==> src/rtl/twos_compliment_arbiter.sv <==
// rtl/twos_compliment_arbiter.sv - round-robin arbiter sharing one twos_compliment unit
// Sequences the unit's en/ready handshake with a timeout and returns results with a one-cycle ack.
module twos_compliment_arbiter #(
   parameter int NREQ    = 4,
   parameter int TIMEOUT = 16
) (
   input  logic                clk,
   input  logic                rst_n,
   input  logic [NREQ-1:0]     req,
   input  logic [8*NREQ-1:0]   req_data,
   output logic [NREQ-1:0]     ack,
   output logic [7:0]          result,
   output logic                err,
   output logic                busy,
   output logic                tc_en,
   output logic [7:0]          tc_a,
   input  logic                tc_ready,
   input  logic [7:0]          tc_output
);

   localparam int PW = $clog2(NREQ);
   localparam int TW = $clog2(TIMEOUT + 1);

   typedef enum logic [1:0] {S_IDLE, S_BUSY, S_RELEASE} state_t;

   state_t            r_state;
   state_t            w_next;
   logic [PW-1:0]     r_rr_ptr;
   logic [PW-1:0]     r_grant;
   logic [TW-1:0]     r_timer;
   logic [7:0]        r_tc_a;
   logic [7:0]        r_result;
   logic [NREQ-1:0]   r_ack;
   logic              r_err;

   logic [PW-1:0]     w_grant;
   logic [PW-1:0]     w_idx;
   logic              w_found;
   logic [7:0]        w_sel_data;
   logic              w_timeout;
   logic [PW-1:0]     w_ptr_next;

   // Scan from the farthest offset down so the nearest set bit after rr_ptr wins.
   always_comb begin
      w_grant = '0;
      w_idx   = '0;
      w_found = 1'b0;
      for (int i = NREQ - 1; i >= 0; i--) begin
         w_idx = PW'((int'(r_rr_ptr) + i) % NREQ);
         if (req[w_idx]) begin
            w_grant = w_idx;
            w_found = 1'b1;
         end
      end
   end

   assign w_sel_data = req_data[int'(w_grant)*8 +: 8];
   assign w_timeout  = (r_timer == TW'(TIMEOUT - 1));
   assign w_ptr_next = (r_grant == PW'(NREQ - 1)) ? '0 : r_grant + 1'b1;

   always_ff @(posedge clk or negedge rst_n) begin
      if (!rst_n) r_state <= S_IDLE;
      else        r_state <= w_next;
   end

   always_comb begin
      w_next = r_state;
      case (r_state)
         S_IDLE:    if (w_found) w_next = S_BUSY;
         S_BUSY:    if (tc_ready || w_timeout) w_next = S_RELEASE;
         S_RELEASE: if (!tc_ready) w_next = S_IDLE;
         default:   w_next = S_IDLE;
      endcase
   end

   // ack/err are pulses: cleared every cycle unless BUSY is being left.
   always_ff @(posedge clk or negedge rst_n) begin
      if (!rst_n) begin
         r_rr_ptr <= '0;
         r_grant  <= '0;
         r_timer  <= '0;
         r_tc_a   <= '0;
         r_result <= '0;
         r_ack    <= '0;
         r_err    <= 1'b0;
      end else begin
         r_ack <= '0;
         r_err <= 1'b0;
         case (r_state)
            S_IDLE: begin
               if (w_found) begin
                  r_grant <= w_grant;
                  r_tc_a  <= w_sel_data;
                  r_timer <= '0;
               end
            end
            S_BUSY: begin
               r_timer <= r_timer + 1'b1;
               if (tc_ready) begin
                  r_result       <= tc_output;
                  r_ack[r_grant] <= 1'b1;
                  r_rr_ptr       <= w_ptr_next;
               end else if (w_timeout) begin
                  r_result       <= 8'h00;
                  r_err          <= 1'b1;
                  r_ack[r_grant] <= 1'b1;
                  r_rr_ptr       <= w_ptr_next;
               end
            end
            default: ;
         endcase
      end
   end

   // tc_en decodes straight from state so an async reset drops it at once.
   assign tc_en  = (r_state == S_BUSY);
   assign busy   = (r_state != S_IDLE);
   assign tc_a   = r_tc_a;
   assign result = r_result;
   assign ack    = r_ack;
   assign err    = r_err;

endmodule
==> config.mk <==
export PLATFORM = sky130hd
export DESIGN_NAME = twos_compliment_arbiter
export DESIGN_NICKNAME = d
export VERILOG_FILES = /design/src/rtl/twos_compliment_arbiter.sv
export SDC_FILE = /design/constraint.sdc
export NUM_CORES = 1
export LEC_CHECK = 0
export BUFFER_PORTS_ARGS = -buffer_cell sky130_fd_sc_hd__buf_2
export CORE_ASPECT_RATIO = 0.9
export CORE_MARGIN = 2
export CORE_UTILIZATION = 44
export CTS_BUF_LIST = sky130_fd_sc_hd__clkbuf_2
export CTS_CLUSTER_SIZE = 20
export DETAILED_ROUTE_END_ITERATION = 10
export PLACE_DENSITY_LB_ADDON = 0.2
export SETUP_SLACK_MARGIN = 0.3
export SYNTH_ARGS = -nofsm -noshare
export SYNTH_HDL_FRONTEND = slang
export SYNTH_SLANG_ARGS = --single-unit
==> constraint.sdc <==
create_clock -name clk -period 2.06 [get_ports clk]
set_clock_uncertainty 0.2 [all_clocks]
set_input_delay 0.309 -clock clk [delete_from_list [all_inputs] [get_ports clk]]
set_output_delay 0.309 -clock clk [all_outputs]
set_load 0.01 [all_outputs]
Word level (Yosys, flattened, before mapping). Cells that the tools add are included.

Input port bits: 47. Flip-flop bits (word level): 32. Logic and storage cells: 72.

Mux-type cells: 35. Reductions and logical operators: 10. $lt $le $gt $ge: 6. Add/sub/neg operators: 5. Shift operators: 1. Eq/ne operators: 7.

Operators with widths (number): 32-bit by 6-bit indexed part select with 8-bit output (1); 2-bit two-way mux (10); 8-bit two-way mux (2); 2-bit by 3-bit < comparator with 1-bit output (second input constant) (5); 1-bit two-way mux (12); 4-bit two-way mux (3); 5-bit case mux with 2 select lines (1); 1-bit binary-select mux with 2-bit select (4); 2-bit case mux with 3 select lines (1); 2-bit AND reduction (3); 2-bit nonzero test (3); 5-bit by 1-bit adder with 5-bit output (second input constant) (1); 5-bit by 4-bit == test with 1-bit output (second input constant) (1); 5-bit two-way mux (1); 2-bit by 1-bit adder with 2-bit output (second input constant) (2); 2-bit adder (second input constant) (2); 2-bit == test (second input constant) (2); 2-bit inequality test (second input constant) (2); 3-bit AND reduction (1); 1-bit demux with 2-bit select (1); 2-bit by 1-bit == test with 1-bit output (second input constant) (1); 2-bit by 1-bit >= comparator with 1-bit output (second input constant) (1); 2-bit logical NOT (1); 2-bit by 1-bit inequality test with 1-bit output (second input constant) (1); 2 further kinds (2).

Longest topological paths before layout.
Word-level depth: 9. Mapped depth: 7. Gate-level depth less buffers: 6.

Least setup slack after synthesis. No wires, ideal clock.

Path type: register to register. Start point: register r_timer[0]. End point: register r_rr_ptr[1]. Slack: 100 ps. Clock period less this slack: 1960 ps. Library setup time: 125 ps. Required time: 1735 ps. Arrival time: 1635 ps. Buffers on the path: 0. Stages on the path, launching flop included: 6. Cells stage by stage: dfrtp_1 > ha_1 > and3_1 > ha_1 > o21ai_1 > mux2_2.

Word-level cells in the longest chain between the ends: 3.

Ends and longest elaborated chain: from (decl) (line 30) `logic [TW-1:0] r_timer;`; from (signal assigned) (line 98) `r_timer <= r_timer + 1'b1;`; 5-bit by 4-bit == test with 1-bit output (line 58) `assign w_timeout = (r_timer == TW'(TIMEOUT - 1));`; 2-bit nonzero test (no line); 2-bit AND reduction (no line); to (signal assigned) (line 102) `r_rr_ptr <= w_ptr_next;`; to (signal assigned) (line 107) `r_rr_ptr <= w_ptr_next;`; to (decl) (line 28) `logic [PW-1:0] r_rr_ptr;`.

Every way passes these cells. A chain may end at the register's enable or synchronous reset.

Worst setup path after layout. Ends and elaborated chain as after synthesis.

==> results by group <==
Critical path
  • Crit end category: flip-flop
  • Slowest cell on the critical path: dfrtp_1
  • Crit path launch type: flip-flop
  • CP max stage delay: 0.42 ns
  • Worst path required time: 2.13 ns
  • Crit path buf inv count: 0
  • Worst-path fanout max: 3
  • Crit path DAT: 1.82 ns
  • R2R cell count: 5
  • Cells along the critical path: ha_2 -> and3_4 -> ha_4 -> o21ai_4 -> mux2_4
  • Crit path kind: reg -> reg
  • Critical path depth: 5
  • CP delay by family, top: flip-flops

STA
  • Pins Over Slew Limit: 0
  • Total negative slack: 0 ns
  • Final hold vios: 0
  • RSZ-0062 raised after global routing: true
  • Setup violations, final: 0
  • Slew margin rel.: 0.544
  • Slew @ Worst Pin: 0.684 ns
  • Fin crit period: 1.75 ns
  • Ratio of final minimum period to clock period: 0.852
  • F_max: 0.570 GHz

Placed design
  • Placer Congestion: 0.726
  • Detailed placement HPWL: 2740 um
  • Port Buffers: 69

Logic synthesis
  • Count leader, synth: dfrtp_1
  • Post-Syn Area: 1580 um^2
  • Seq/Total Area, Yosys: 0.507
  • Top cell type's share of synthesized area: 0.507
  • Synth Instances: 147
  • Number of synthesized flops with an enable pin: 0
  • Top cell type by total area after synthesis: dfrtp_1
  • Most instantiated cells after synthesis: 32 x dfrtp_1, 18 x nand2_1, 16 x mux2i_1
  • Mapped Avg Cell Area: 10.7 um^2
  • Yosys synthesis warning count: 0
  • Synth top area cells: dfrtp_1 51%, mux2i_1 10%, o221ai_1 5.0%
  • FFs w/ async S/R, synth: 1.00
  • Synthesized net count: 200
  • #FFs+latches synth: 32
  • Synth Flop Type: dfrtp_1
  • Synth unique cells: 34

Global route
  • GRT Resource Usage Total: 0.211
  • First-pass GRT wire length: 6330 um
  • Vias in the first global route: 1478
  • Grt ovf: 0
  • Largest net degree at the start of global routing: 33
  • Initial antenna violation count: 0

Clocking
  • Worst-case clock buffer depth: 2
  • CTS root buffer: clkbuf_2
  • Cts bufs inserted: 5
  • CTS tree: yes
  • Clock Latency Late Sink: 0.37 ns
  • # clock sinks: 32
  • CTS H-Tree Depth: 2
  • Clock transition at path regs: 0.17 ns

Pwr
  • Peak supply drop: 677 uV
  • Leakage Power: 1.23 nW
  • Total power: 2.91 mW
  • PwrDens: 1280 nW/um^2

Floorplan
  • Initial core utilization: 0.464
  • Core Area: 3400 um^2
  • Rows: 20
  • Top Ports: 70
  • Die Wd: 67.1 um
  • Die Area: 4080 um^2
  • Die outline height: 60.8 um

Finish
  • Register area: 802 um^2
  • Area Growth Syn to Fin: 43.6%
  • Final core occ: 0.666
  • Share of post-route cells with drive strength above 1: 0.448
  • Diode count: 0
  • # fillers: 277
  • Area of the multi-input gates: 768 um^2
  • Final nets: 291

Routing
  • DR DRC count: 0
  • WL/cell: 14.4 um
  • DRT antenna net count: 0
  • 1st-iter DRT viols: 67
  • Final WL: 4090 um
  • First-pass DRT Iterations: 4
  • Routed vias/inst: 5.21
  • Vias: 1474

Status
  • Status: completed

Run
  • Max cap viols: 0

Min path
  • WHS Path Cells: 3
  • Worst min path class: in -> reg
[metal layers]
metal,GRT usage,vias up,wire [um]
li1,-,702,-
met2,0.369,56,2130
met4,0.0845,0,72
met5,0,-,0
met1,0.252,706,1620
met3,0.0501,10,269
[tightest hold or removal path: stages]
cell      delay [ns]
buf_2           0.08
mux2i_2         0.07
o221ai_2        0.13
[through the flow]
step	cells	worst slack [ns]	hold slack, ns	instance area (um^2)
final	283	0.305	0.0414	2270
after detailed placement	255	0.125	0.199	1990
after global placement	255	0.203	0.185	1990
after floorplan	147	0.302	-0.187	1610
after global routing	283	0.218	0.0154	2270
after CTS	281	0.274	0.0485	2220
[cell families after synthesis]
logic type | share of synthesized area
and+or+nand+nor | 0.109
AOI/OAI and AO/OA | 0.165
DFF | 0.507
buffers and inverters | 0.0626
muxes | 0.109
adders and majority gates | 0.0475
[state kept, by name, summed over array words and instances, names as in the netlist]
name / count
r_state: 2
err: 1
ack: 4
r_timer: 5
r_rr_ptr: 2
tc_a: 8
result: 8
r_grant: 2
[timing repair]
action,in CTS,in global routing
hold buffers,10,0
pin swaps,5,7
hold endpoints to repair,43,0
buffers inserted,8,1
gates resized for setup,9,10
setup endpoints to repair,21,22
gates cloned,0,1
[cells in the final DEF, fill, tap and decap left out, types with 2 or more instances in the layout]
cell / n
a22o_1: 8
buf_2: 68
buf_4: 9
buf_6: 3
clkbuf_2: 5
clkinv_2: 2
dfrtp_1: 31
dlygate4sd3_1: 10
ha_1: 4
inv_1: 10
mux2i_1: 15
nand2_1: 18
nand2b_4: 2
nand3_1: 2
nor2_1: 8
o21ai_0: 7
o221ai_1: 8
o31ai_1: 2
or2_4: 2
[cell type report]
cell class                 instances  share of cell area
timing repair buffer              91               0.248
clock buffer                       5              0.0110
sequential                        32               0.354
tap                               44              0.0243
multi-input combinational         97               0.339
inverter                          11              0.0182
clock inverter                     3             0.00607
[worst paths after layout]
check	slack (ns)	from	to
worst max-delay path	0.31	r_timer[0]$_DFFE_PN0P_	r_rr_ptr[1]$_DFFE_PN0P_
worst min-delay path	0.04	req_data[1]	tc_a[1]$_DFFE_PN0P_
worst max register to register	0.31	r_timer[0]$_DFFE_PN0P_	r_rr_ptr[1]$_DFFE_PN0P_
worst min register to register	0.31	tc_a[2]$_DFFE_PN0P_	tc_a[2]$_DFFE_PN0P_
max in group asynchronous	0.88	rst_n	r_rr_ptr[1]$_DFFE_PN0P_
min in group asynchronous	0.29	rst_n	result[0]$_DFFE_PN0P_
[where the power goes]
part           total, mW  switching [mW]  internal (mW)
registers           1.05           0.171          0.878
logic               1.57           0.771          0.798
clock network      0.289           0.213         0.0759
total               2.91            1.15           1.75
Power figures use the tool's default switching activity.
